<file path="config.mk">
export PLATFORM = sky130hd
export DESIGN_NAME = ps2_digit_entry_flat
export DESIGN_NICKNAME = d
export VERILOG_FILES = /design/src/rtl/ps2_digit_entry_if.sv /design/src/rtl/ps2_digit_entry.sv /design/src/flat_wrapper.sv
export SDC_FILE = /design/constraint.sdc
export NUM_CORES = 1
export LEC_CHECK = 0
export BUFFER_PORTS_ARGS = -buffer_cell sky130_fd_sc_hd__clkbuf_2
export CAP_MARGIN = 20
export CELL_PAD_IN_SITES_DETAIL_PLACEMENT = 0
export CELL_PAD_IN_SITES_GLOBAL_PLACEMENT = 1
export CORE_MARGIN = 4
export CORE_UTILIZATION = 46
export CTS_BUF_LIST = sky130_fd_sc_hd__clkbuf_4 sky130_fd_sc_hd__clkbuf_8 sky130_fd_sc_hd__clkbuf_16
export CTS_CLUSTER_DIAMETER = 120
export DETAILED_ROUTE_END_ITERATION = 8
export PLACE_DENSITY = 0.76
export SYNTH_ARGS = -nofsm -noshare
export SYNTH_HDL_FRONTEND = slang
export SYNTH_SLANG_ARGS = --single-unit
export TNS_END_PERCENT = 100
</file>
<file path="constraint.sdc">
create_clock -name CLK -period 2.8 [get_ports CLK]
set_input_delay 0.56 -clock CLK [delete_from_list [all_inputs] [get_ports CLK]]
set_output_delay 0.56 -clock CLK [all_outputs]
set_load 0.01 [all_outputs]
</file>
<file path="src/rtl/ps2_digit_entry_if.sv">
// Bundle of the PS/2 pins and the number handshake toward the consumer.
// The master side drives pins and ack; the slave side is the entry block.
interface ps2_digit_entry_if #(
    parameter int NUM_DIGITS = 3
);
    localparam int CW = $clog2(NUM_DIGITS + 1);

    logic                    PS2_CLK;
    logic                    PS2_DATA;
    logic                    iAck;
    logic [4*NUM_DIGITS-1:0] oDigits;
    logic [CW-1:0]           oCount;
    logic                    oNumRdy;
    logic                    oErr;

    modport master (
        output PS2_CLK, PS2_DATA, iAck,
        input  oDigits, oCount, oNumRdy, oErr
    );

    modport slave (
        input  PS2_CLK, PS2_DATA, iAck,
        output oDigits, oCount, oNumRdy, oErr
    );
endinterface

</file>
<file path="src/rtl/ps2_digit_entry.sv">
// PS/2 numeric entry: frame receiver with watchdog, break-code decoder and a
// two-state entry FSM that assembles a BCD number and holds it until acked.
//
// state    | meaning
// ST_ENTRY | collecting digits, editing keys active
// ST_READY | number complete, held until iAck
module ps2_digit_entry #(
    parameter int NUM_DIGITS     = 3,
    parameter int TIMEOUT_CYCLES = 50000
) (
    input  logic               CLK,
    input  logic               reset,
    ps2_digit_entry_if.slave   bus
);
    localparam int CW = $clog2(NUM_DIGITS + 1);
    localparam int WW = $clog2(TIMEOUT_CYCLES + 1);

    typedef enum logic {ST_ENTRY, ST_READY} state_t;

    logic [1:0]              clk_sync_q, dat_sync_q;
    logic                    clk_prev_q;
    logic                    fall;
    logic                    sd;
    logic [3:0]              idx_q;
    logic [9:0]              frame_q;
    logic [WW-1:0]           wd_q;
    logic                    rx_valid_q;
    logic [7:0]              rx_byte_q;
    logic                    err_q;
    logic                    brk_q, ext_q;
    logic                    is_prefix, key_act;
    logic                    is_digit, is_bs, is_esc, is_ent;
    logic [3:0]              key_digit;
    state_t                  state_q;
    logic [4*NUM_DIGITS-1:0] digits_q;
    logic [CW-1:0]           cnt_q;
    logic                    rdy_q;

    always_ff @(posedge CLK) begin
        if (reset) begin
            clk_sync_q <= 2'b11;
            dat_sync_q <= 2'b11;
            clk_prev_q <= 1'b1;
        end else begin
            clk_sync_q <= {clk_sync_q[0], bus.PS2_CLK};
            dat_sync_q <= {dat_sync_q[0], bus.PS2_DATA};
            clk_prev_q <= clk_sync_q[1];
        end
    end

    assign fall = clk_prev_q & ~clk_sync_q[1];
    assign sd   = dat_sync_q[1];

    // frame_q shifts right so that after ten bits [0]=start, [8:1]=data, [9]=parity
    always_ff @(posedge CLK) begin
        if (reset) begin
            idx_q      <= 4'd0;
            frame_q    <= 10'd0;
            wd_q       <= '0;
            rx_valid_q <= 1'b0;
            rx_byte_q  <= 8'd0;
            err_q      <= 1'b0;
        end else begin
            rx_valid_q <= 1'b0;
            err_q      <= 1'b0;
            if (fall) begin
                wd_q <= '0;
                if (idx_q == 4'd10) begin
                    if (!frame_q[0] && sd && (^frame_q[9:1])) begin
                        rx_valid_q <= 1'b1;
                        rx_byte_q  <= frame_q[8:1];
                    end else begin
                        err_q <= 1'b1;
                    end
                    idx_q <= 4'd0;
                end else begin
                    frame_q <= {sd, frame_q[9:1]};
                    idx_q   <= idx_q + 4'd1;
                end
            end else if (idx_q != 4'd0) begin
                if (wd_q == WW'(TIMEOUT_CYCLES)) begin
                    idx_q <= 4'd0;
                    wd_q  <= '0;
                    err_q <= 1'b1;
                end else begin
                    wd_q <= wd_q + WW'(1);
                end
            end
        end
    end

    always_comb begin
        is_digit  = 1'b0;
        is_bs     = 1'b0;
        is_esc    = 1'b0;
        is_ent    = 1'b0;
        key_digit = 4'd0;
        case (rx_byte_q)
            8'h45: begin is_digit = 1'b1; key_digit = 4'd0; end
            8'h16: begin is_digit = 1'b1; key_digit = 4'd1; end
            8'h1E: begin is_digit = 1'b1; key_digit = 4'd2; end
            8'h26: begin is_digit = 1'b1; key_digit = 4'd3; end
            8'h25: begin is_digit = 1'b1; key_digit = 4'd4; end
            8'h2E: begin is_digit = 1'b1; key_digit = 4'd5; end
            8'h36: begin is_digit = 1'b1; key_digit = 4'd6; end
            8'h3D: begin is_digit = 1'b1; key_digit = 4'd7; end
            8'h3E: begin is_digit = 1'b1; key_digit = 4'd8; end
            8'h46: begin is_digit = 1'b1; key_digit = 4'd9; end
            8'h66: is_bs  = 1'b1;
            8'h76: is_esc = 1'b1;
            8'h5A: is_ent = 1'b1;
            default: ;
        endcase
    end

    assign is_prefix = (rx_byte_q == 8'hF0) || (rx_byte_q == 8'hE0);
    assign key_act   = rx_valid_q && !is_prefix && brk_q && !ext_q;

    always_ff @(posedge CLK) begin
        if (reset) begin
            brk_q <= 1'b0;
            ext_q <= 1'b0;
        end else if (rx_valid_q) begin
            if (rx_byte_q == 8'hF0) begin
                brk_q <= 1'b1;
            end else if (rx_byte_q == 8'hE0) begin
                ext_q <= 1'b1;
            end else begin
                brk_q <= 1'b0;
                ext_q <= 1'b0;
            end
        end
    end

    always_ff @(posedge CLK) begin
        if (reset) begin
            state_q  <= ST_ENTRY;
            digits_q <= '0;
            cnt_q    <= '0;
            rdy_q    <= 1'b0;
        end else begin
            case (state_q)
                ST_ENTRY: begin
                    if (key_act) begin
                        if (is_digit && cnt_q != CW'(NUM_DIGITS)) begin
                            for (int i = 0; i < NUM_DIGITS; i++)
                                if (i == int'(cnt_q)) digits_q[4*i +: 4] <= key_digit;
                            cnt_q <= cnt_q + CW'(1);
                        end else if (is_bs && cnt_q != '0) begin
                            for (int i = 0; i < NUM_DIGITS; i++)
                                if (i == int'(cnt_q) - 1) digits_q[4*i +: 4] <= 4'd0;
                            cnt_q <= cnt_q - CW'(1);
                        end else if (is_esc) begin
                            digits_q <= '0;
                            cnt_q    <= '0;
                        end else if (is_ent && cnt_q == CW'(NUM_DIGITS)) begin
                            state_q <= ST_READY;
                            rdy_q   <= 1'b1;
                        end
                    end
                end
                ST_READY: begin
                    if (bus.iAck) begin
                        state_q  <= ST_ENTRY;
                        digits_q <= '0;
                        cnt_q    <= '0;
                        rdy_q    <= 1'b0;
                    end
                end
                default: state_q <= ST_ENTRY;
            endcase
        end
    end

    assign bus.oDigits = digits_q;
    assign bus.oCount  = cnt_q;
    assign bus.oNumRdy = rdy_q;
    assign bus.oErr    = err_q;
endmodule

</file>
<file path="src/flat_wrapper.sv">
// flat-port wrapper written by rule: the top's interface ports become plain ports
module ps2_digit_entry_flat 
#(
    parameter int NUM_DIGITS     = 3,
    parameter int TIMEOUT_CYCLES = 50000
)
  (CLK, reset, bus_PS2_CLK, bus_PS2_DATA, bus_iAck, bus_oDigits, bus_oCount, bus_oNumRdy, bus_oErr);
  ps2_digit_entry_if #(.NUM_DIGITS(NUM_DIGITS)) bus_i ();
  input  logic CLK;
  input  logic reset;
  input wire logic [$bits(bus_i.PS2_CLK)-1:0] bus_PS2_CLK;
  input wire logic [$bits(bus_i.PS2_DATA)-1:0] bus_PS2_DATA;
  input wire logic [$bits(bus_i.iAck)-1:0] bus_iAck;
  output wire logic [$bits(bus_i.oDigits)-1:0] bus_oDigits;
  output wire logic [$bits(bus_i.oCount)-1:0] bus_oCount;
  output wire logic [$bits(bus_i.oNumRdy)-1:0] bus_oNumRdy;
  output wire logic [$bits(bus_i.oErr)-1:0] bus_oErr;
  assign bus_i.PS2_CLK = bus_PS2_CLK;
  assign bus_i.PS2_DATA = bus_PS2_DATA;
  assign bus_i.iAck = bus_iAck;
  assign bus_oDigits = bus_i.oDigits;
  assign bus_oCount = bus_i.oCount;
  assign bus_oNumRdy = bus_i.oNumRdy;
  assign bus_oErr = bus_i.oErr;
  ps2_digit_entry #(.NUM_DIGITS(NUM_DIGITS), .TIMEOUT_CYCLES(TIMEOUT_CYCLES)) u_core (.CLK(CLK), .reset(reset), .bus(bus_i));
endmodule
</file>
==> results.toml, run 1 <==
[outcome]
status = "completed"

[drt]
vias = 2347
drt_iter0_drc = 78
wl_per_cell_um = 13.44
ant_nets = 0
finalWirelength_um = 5995
viasPerCell = 5.262
firstDrtPassIters = 4
drcViolationCount = 0

[sta]
setup-tns-final_ps = 0
fin_skew_ps = 9.099
worst_pin_slew_ps = 567.5
finalMaxSlewViolations = 0
slew-limit-headroom_pct = 61.99
min_period_ps = 2305
max_clock_freq_mhz = 433.9
finalHoldViolations = 0
rsz0062_at_grt = "no"
finalCritPeriodShare_pct = 82.32
setup-violations-final = 0

[setup_path]
crit_type = "reg2reg"
path_buf_inv = 0
cp.arrival_ps = 2580
max_stage_delay_ps = 480
crit_required_ps = 3080
crit_family = "compound AO/OA/AOI/OAI gates"
start_kind = "flop"
cp_max_fo = 10
endpoint_kind = "flop"
crit_chain = "or3b_4, a2111oi_4, a31oi_2, a31o_4, a211oi_4, mux2i_1"
cp_slowest_cell = "dfxtp_1"

[floorplanning]
dieArea_sq_mm = 0.008067
ios = 21
die_h_um = 89.82
initial_core_util_pct = 47.94
placement_rows = 29
core_sq_mm = 0.006422
dieWidth_um = 89.82

[synthesis]
yosysUniqueCellTypes = 53
synthCells = 345
synth-edff-count = 0
async_flop_share_pct = 0
synth_area_per_cell_sq_um = 8.925
synth_fp_nets = 359
ys.flop_type = "dfxtp_1"
syn-cell-area_sq_mm = 0.003079
ys_warn_count = 0
synth_seq_cells = 63
yosysSeqAreaShare_pct = 40.96

[clocking]
clk_pin_slew_ps = 80
cts_tree = "done"
cts-root-buf = "clkbuf_8"
post_cts_buffers = 0
cts.htree.levels = 3
cts_inserted_buffers = 9
cts.sinks = 63
ctsResizeCount = 0
clk_latency_ps = 350
cts_hold_buf = 0
cts_max_path_buffers = 2

[placement]
gp_congestion = 0.8518
dp_cells = 430
hpwl_um = 4235
io_buffers = 20

[job]
max_cap_violations = 0

[finish]
area_delta_synth_final_pct = 12.11
fillers = 615
drive_above_1_share_pct = 15.18
ff_latch_area_sq_mm = 0.001261
antenna_cells = 0
multi_input_area_sq_mm = 0.001720
layout.nets = 378
finalNonFillerCells = 446

[global_route]
grt_pass1_vias = 2314
grt_max_degree = 28
grt_pass1_wl_um = 10910
grt_use_total_pct = 16.34
antenna_found_initial = 0
gr-total-overflow = 0

[pwr]
leakage_nw = 1.235
ir_drop_mv = 0.2655
powerDensity_mw_per_mm2 = 532.2

[worst_hold_path]
hp-class = "in2reg"
[metal layers]
metal  share of wire, %  global-route usage (%)  vias up
met5                  0                       0        -
met1                 49                   20.07     1090
met4                1.7                   6.130        0
met2                 46                   26.82       24
li1                   -                       -     1223
met3                3.0                   5.175       10
[state kept, by name, summed over array words and instances, names as in the netlist]
| name | flops |
|---|---|
| u_core.dat_sync_q | 2 |
| u_core.rx_byte_q | 8 |
| u_core.bus.oNumRdy | 1 |
| u_core.ext_q | 1 |
| u_core.bus.oCount | 2 |
| u_core.bus.oErr | 1 |
| u_core.idx_q | 4 |
| u_core.wd_q | 16 |
| u_core.bus.oDigits | 12 |
| u_core.frame_q | 10 |
| u_core.state_q | 1 |
| u_core.clk_prev_q | 1 |
| u_core.rx_valid_q | 1 |
| u_core.brk_q | 1 |
| u_core.clk_sync_q | 2 |
[power breakdown]
part	internal [W]	total, W	leakage, nW	switching (W)
Combinational	0.0000199	0.0000515	0.621	0.0000316
Sequential	0.000902	0.000906	0.509	0.00000396
Clock	0.000502	0.000880	0.105	0.000378
[metrics by stage]
stage / setup slack [ps] / total power, W / cell area (sq um) / hold slack [ps] / utilization [%]
6_report: 495.2 / 0.001837 / 3452 / 392.4 / 53.75
5_1_grt: 296.7 / 0.001911 / 3452 / 379.0 / 53.75
4_1_cts: 485.4 / 0.001862 / 3452 / 385.5 / 53.75
3_5_place_dp: 493.2 / 0.0009794 / 3231 / 397.4 / 50.30
3_3_place_gp: 568.6 / 0.0009794 / 3231 / 394.3 / 50.30
2_1_floorplan: 705.4 / 0.0009653 / 3079 / 389.5 / -
[path summary, 6_finish.rpt]
path | cells past startpoint | slack (ps) | endpoint | startpoint
max | 6 | 500 | u_core.bus.oDigits[4] | u_core.rx_byte_q[1]
min | 2 | 390 | u_core.clk_sync_q[0] | bus_PS2_CLK
max reg2reg | 6 | 500 | u_core.bus.oDigits[4] | u_core.rx_byte_q[1]
min reg2reg | 1 | 410 | u_core.clk_sync_q[1] | u_core.clk_sync_q[0]
[Yosys cell counts (2+ instances only)]
cell type | instances | share of area, %
a21oi_1 | 20 | 3.3
a31oi_1 | 2 | 0.41
a41oi_1 | 2 | 0.57
and2_1 | 3 | 0.61
buf_2 | 3 | 0.49
buf_4 | 2 | 0.49
clkbuf_1 | 10 | 1.2
dfxtp_1 | 63 | 41
ha_1 | 9 | 3.7
inv_1 | 8 | 0.98
mux2i_1 | 20 | 6.5
nand2_1 | 38 | 4.6
nand2b_1 | 20 | 4.1
nand3_1 | 8 | 1.3
nand3b_1 | 6 | 1.5
nand4_1 | 4 | 0.81
nor2_1 | 39 | 4.8
nor2b_1 | 4 | 0.81
nor3_1 | 12 | 2.0
nor3b_1 | 3 | 0.73
nor4_1 | 4 | 0.81
o21ai_0 | 6 | 0.98
or2_2 | 5 | 1.0
or3b_2 | 2 | 0.57
or4_1 | 2 | 0.49
xnor2_1 | 13 | 3.7
xor2_1 | 11 | 3.1
[area by class of cell]
type	count	area share, %
clock inverter	7	2.827
multi-input combinational	259	49.84
sequential	63	36.53
tap	77	2.791
clock buffer	9	3.588
timing repair buffer	23	3.552
inverter	8	0.8699
[logic make-up after synthesis]
family,Yosys count,share of synthesized area (%)
AO/OA/AOI/OAI,45,11.18
multiplexers,20,6.501
buffers and inverters,23,3.169
adder cells (fa/ha/maj),9,3.657
XOR/XNOR,25,7.558
AND/OR/NAND/NOR,160,26.98
flip-flops,63,40.96
[cell usage in the layout (no fill, tap or decap), drive strengths merged, types with 2 or more instances in the layout]
cell	Yosys	layout
a211oi	2	2
clkbuf	10	29
a21oi	21	21
a41oi	2	2
nor4	4	4
nand4	4	4
or3b	3	3
clkinv	0	3
nor3	13	13
nand3	8	8
nor3b	3	3
dfxtp	63	63
clkinvlp	0	2
xnor2	13	13
nand2b	20	20
or4	2	2
nor2	39	39
or2	5	5
or4b	2	2
nand2	38	38
a31oi	3	3
mux2i	20	20
nand3b	6	6
xor2	11	11
and2	3	3
inv	8	8
ha	9	9
o21ai	6	6
nor2b	4	4
bufinv	0	2
buf	5	3
Note: power is estimated with default switching activity, not from simulation.
==> run 2, diff against run 1 <==
Clock period 2.8 ns to 2.3 ns, I/O delays scaled along.
==> run 2 against run 1 <==
Net effect:
- cell count is 2.2% higher
- register-to-register slack worse by 360 ps
- sequential cell count stayed put
- critical path type unchanged
- critical endpoint is now u_core.bus.oDigits[5]
- largest cell class unchanged
- largest power group unchanged
- highest routed layer unchanged
==> results.toml, run 2 (synthesized netlist as in run 1, its figures left out) <==
[setup_path]
start_kind = "flop"
r2r-start = "u_core.rx_byte_q[5]"
reg2reg_depth = 6
reg2reg_to = "u_core.bus.oDigits[5]"
endpoint_kind = "flop"
cp.arrival_ps = 2440
crit_required_ps = 2570
worst-r2r-setup-slack_ps = 140
cp_max_fo = 8
crit_type = "reg2reg"

[clocking]
cts.sinks = 63
cts_inserted_buffers = 9
cts.htree.levels = 3
cts-root-buf = "clkbuf_8"
cts_max_path_buffers = 2
clk_latency_ps = 340
cts_tree = "done"
clk_pin_slew_ps = 70

[finish]
area_delta_synth_final_pct = 14.38
finalInstanceArea_sq_mm = 0.003522
drive_above_1_share_pct = 18.47
layout.nets = 388
final_common_cell = "dfxtp_1"
ff_latch_area_sq_mm = 0.001267
mostFrequentLayoutCells = "60 x dfxtp_1, 39 x nor2_1, 38 x nand2_1"
multi_input_area_sq_mm = 0.001733
antenna_cells = 0
final_util_pct = 54.84
largest_register = "u_core.wd_q"
largest_reg_flops = 16
fillers = 614

[global_route]
grt_pass1_vias = 2296
grt_max_degree = 43
gr-total-overflow = 0
antenna_found_initial = 0
grt_pass1_wl_um = 11080
grt_use_total_pct = 16.91

[outcome]
status = "completed"

[sta]
min_period_ps = 2164
rsz0062_at_grt = "no"
worst_pin_slew_ps = 533.4
slew-limit-headroom_pct = 64.27
finalCritPeriodShare_pct = 94.08
setup-violations-final = 0
finalHoldViolations = 0
fin_hold_ws_ps = 292.1
finalMaxSlewViolations = 0
max_clock_freq_mhz = 462.2
fin_skew_ps = 9.468

[pwr]
seqPwrFrac_pct = 51.4
finalPower_w = 0.002143
switching_power_w = 0.0004712
swShare_pct = 21.99
clock_power_share_pct = 45.5
leakage_nw = 1.303
p_int_w = 0.001672
powerDensity_mw_per_mm2 = 608.5
ir_drop_mv = 0.4306
power.share.combinational_pct = 3.1

[worst_hold_path]
hold_end = "u_core.clk_sync_q[0]"
hp-start = "bus_PS2_CLK"
hp-class = "in2reg"
hold_depth = 2

[floorplanning]
dieWidth_um = 89.82
dieArea_sq_mm = 0.008067
ios = 21
placement_rows = 29
core_sq_mm = 0.006422
initial_core_util_pct = 47.94
die_h_um = 89.82

[drt]
vias = 2405
viasPerCell = 5.274
met3_length_um = 208
wl_met1_um = 3053
drcViolationCount = 0
drt_iter0_drc = 97
wl_per_cell_um = 13.73
finalWirelength_um = 6260
routed.top_layer = "met4"
firstDrtPassIters = 4
met2_wirelength_um = 2911
ant_nets = 0

[placement]
dpl_cell_area_sq_mm = 0.003291
io_buffers = 20
hpwl_um = 4477
gp_congestion = 0.8405

[job]
max_cap_violations = 0
[run 2: cell count changes in the layout (fill, tap and decap cells not counted), moves of 2 or more]
cell / before / now
clkinv_4: 2 / 0
clkbuf_4: 0 / 2
dfxtp_1: 63 / 60
clkinvlp_4: 2 / 0
buf_4: 3 / 13
clkinv_2: 1 / 3
dfxtp_2: 0 / 2
[run 2: worst max-delay path by stage]
stage | startpoint | endpoint | depth (start not counted)
3_5_place_dp | u_core.frame_q[7] | u_core.rx_byte_q[7] | 6
6_report | u_core.rx_byte_q[5] | u_core.bus.oDigits[5] | 6
4_1_cts | u_core.rx_byte_q[0] | u_core.bus.oDigits[5] | 6
2_1_floorplan | u_core.rx_byte_q[1] | u_core.bus.oCount[0] | 7
5_1_grt | u_core.rx_byte_q[5] | u_core.bus.oDigits[5] | 6
3_3_place_gp | u_core.rx_byte_q[0] | u_core.bus.oDigits[5] | 6
[run 2: per-layer routing]
layer	global-route usage (%)	vias up
li1	-	1244
met1	21.19	1126
met2	27.51	24
met3	5.426	11
met4	5.747	0
met5	0	-
[run 2: power groups by stage]
stage	clock (W)	sequential, W	combinational [W]
after floorplan	0	0.00113	0.0000479
after detailed placement	0	0.00113	0.0000665
after CTS	0.00101	0.00110	0.0000674
final	0.000975	0.00110	0.0000658
after global routing	0.00105	0.00110	0.0000746
after global placement	0	0.00113	0.0000656
[run 2: cell type report]
| type | count | share of cell area (%) |
|---|---|---|
| clock inverters | 4 | 1.279 |
| clock buffers | 12 | 4.334 |
| multi-input cells | 259 | 49.20 |
| inverters | 8 | 0.8526 |
| repair buffers | 33 | 5.613 |
| well taps | 77 | 2.735 |
| flip-flops and latches | 63 | 35.99 |
[run 2: worst max-delay path: stages, from the launching register on]
cell and delay, ps:
dfxtp_4 370, or3b_4 410, a2111oi_4 350, a31oi_2 110, a31o_4 290, a211oi_4 350, mux2i_1 220
[run 2: through the flow]
| step | cells | setup TNS, ps | setup slack, ps |
|---|---|---|---|
| finish | 456 | 0 | 136.2 |
| global route | 456 | 0 | 21.96 |
| CTS | 454 | 0 | 68.53 |
| detailed placement | 438 | -27.01 | -16.34 |
| global placement | 438 | 0 | 119.3 |
| floorplan | 345 | 0 | 205.4 |
[run 2: what timing repair did]
item,CTS,global route
endpoints found under the setup margin,8,13
hold buffers,0,0
endpoints found under the hold margin,0,0
setup buffers,0,2
pin swaps,0,4
resized for setup,1,5
==> run 3, diff against run 2 <==
Settings changed: CORE_UTILIZATION 46 to 49, CTS_CLUSTER_SIZE from default to 30, PLACE_DENSITY 0.76 to 0.83.
Clock period 2.3 ns to 2.6 ns, I/O delays scaled along.
==> run 3 against run 2 <==
Net effect:
- clock skew is 4.4 ps lower
- count of clock-buffer cells in the layout stayed put
- via count is 2.2% lower
- sequential power is 11% lower
- design area is 3.1% lower
- sequential share of layout area is 0.96 points higher
==> results.toml, run 3 (synthesized netlist as in run 1, its figures left out) <==
[outcome]
status = "completed"

[placement]
io_buffers = 20
hpwl_um = 4200
gp_congestion = 0.8413

[clocking]
cts_inserted_buffers = 9
cts.sinks = 63
cts_max_path_buffers = 2
cts_tree = "done"
clk_latency_ps = 330
cts-root-buf = "clkbuf_8"
ctsResizeCount = 0
post_cts_buffers = 0
cts_hold_buf = 0
clk_pin_slew_ps = 60
cts.htree.levels = 3

[sta]
fin_skew_ps = 5.084
slew-limit-headroom_pct = 63.46
setup-violations-final = 0
rsz0062_at_grt = "no"
finalHoldViolations = 0
worst_pin_slew_ps = 545.6
fin_hold_ws_ps = 372.0
max_clock_freq_mhz = 440.0
finalMaxSlewViolations = 0
finalCritPeriodShare_pct = 87.42
min_period_ps = 2273
setup-tns-final_ps = 0

[drt]
vias = 2351
drt_iter0_drc = 83
ant_nets = 0
firstDrtPassIters = 4
finalWirelength_um = 5945
wl_per_cell_um = 13.42
viasPerCell = 5.307
drcViolationCount = 0

[global_route]
grt_most_used_layer = "met2"
use_met1_pct = 22.20
grt_pass1_wl_um = 10360
met2_usage_pct = 26.92
grt_use_total_pct = 17.08
use_met3_pct = 4.257
grt_pass1_vias = 2245
grt_max_degree = 38
gr-total-overflow = 0
antenna_found_initial = 0

[setup_path]
r2r-start = "u_core.rx_byte_q[5]"
startpoint = "u_core.rx_byte_q[5]"
reg2reg_to = "u_core.bus.oDigits[5]"
crit_type = "reg2reg"
endpoint_kind = "flop"
crit_chain = "or3b_4, a2111oi_4, a31oi_2, a31o_4, a211oi_4, mux2i_1"
cp_slowest_cell = "or3b_4"
cp_max_fo = 13
max_stage_delay_ps = 450
crit_required_ps = 2850
cp.arrival_ps = 2530
reg2reg_depth = 6
crit_path_end = "u_core.bus.oDigits[5]"
worst-r2r-setup-slack_ps = 330
start_kind = "flop"

[finish]
layout.nets = 380
final_util_pct = 56.64
mostFrequentLayoutCells = "63 x dfxtp_1, 39 x nor2_1, 38 x nand2_1"
area_delta_synth_final_pct = 10.85
largest_register = "u_core.wd_q"
drive_above_1_share_pct = 14.95
final_common_cell = "dfxtp_1"
largest_reg_flops = 16
antenna_cells = 0

[job]
max_cap_violations = 0

[floorplanning]
core_sq_mm = 0.006026
placement_rows = 28
die_h_um = 87.27
dieArea_sq_mm = 0.007616
dieWidth_um = 87.27
ios = 21
initial_core_util_pct = 51.10

[worst_hold_path]
hold_depth = 2
hp-class = "in2reg"

[pwr]
ir_drop_mv = 0.5015
powerDensity_mw_per_mm2 = 520.4
leakage_nw = 1.230
finalPower_w = 0.001776
run 3: changes by cell type in the layout (fill, tap and decap cells not counted), sizes merged:
cell / change
buf: -8
clkinv: -2
bufinv: -1
run 3: worst min path at each step:
stage                               startpoint              endpoint  slack, ps
final                              bus_PS2_CLK  u_core.clk_sync_q[0]        370
after CTS                          bus_PS2_CLK  u_core.clk_sync_q[0]        360
after detailed placement  u_core.clk_sync_q[0]  u_core.clk_sync_q[1]        400
after global routing              bus_PS2_DATA  u_core.dat_sync_q[0]        370
after floorplan           u_core.clk_sync_q[0]  u_core.clk_sync_q[1]        390
after global placement    u_core.clk_sync_q[0]  u_core.clk_sync_q[1]        390
run 3: metrics by stage:
stage          worst slack, ps  instances  cell area (sq um)
6_report                 327.1        443               3413
2_1_floorplan            505.4        345               3079
3_5_place_dp             341.1        430               3243
5_1_grt                  209.9        443               3413
3_3_place_gp             386.2        430               3243
4_1_cts                  322.9        443               3413
run 3: cell type report:
class	count	area, sq um
clock buffer	12	165.2
sequential	63	1261
tap	75	93.84
timing repair buffer	25	137.6
multi-input combinational	259	1720
inverter	8	30.03
clock inverter	1	5.005
fill	574	2613
run 3: metal layers:
metal | routed length (um) | vias up
li1 | - | 1225
met1 | 2946 | 1087
met2 | 2687 | 29
met3 | 205 | 10
met4 | 106 | 0
met5 | 0 | -
run 3: where the power goes:
group | internal (W) | switching, W
clock | 0.000407 | 0.000338
combinational | 0.0000214 | 0.0000339
sequential | 0.000972 | 0.00000438
total | 0.00140 | 0.000376
run 3: worst max-delay path: cells and delay by family, from the launching register on:
| family | cells | cell delay, ps |
|---|---|---|
| DFF | 1 | 430 |
| AOI/OAI and AO/OA | 4 | 1110 |
| muxes | 1 | 220 |
| and+or+nand+nor | 1 | 450 |
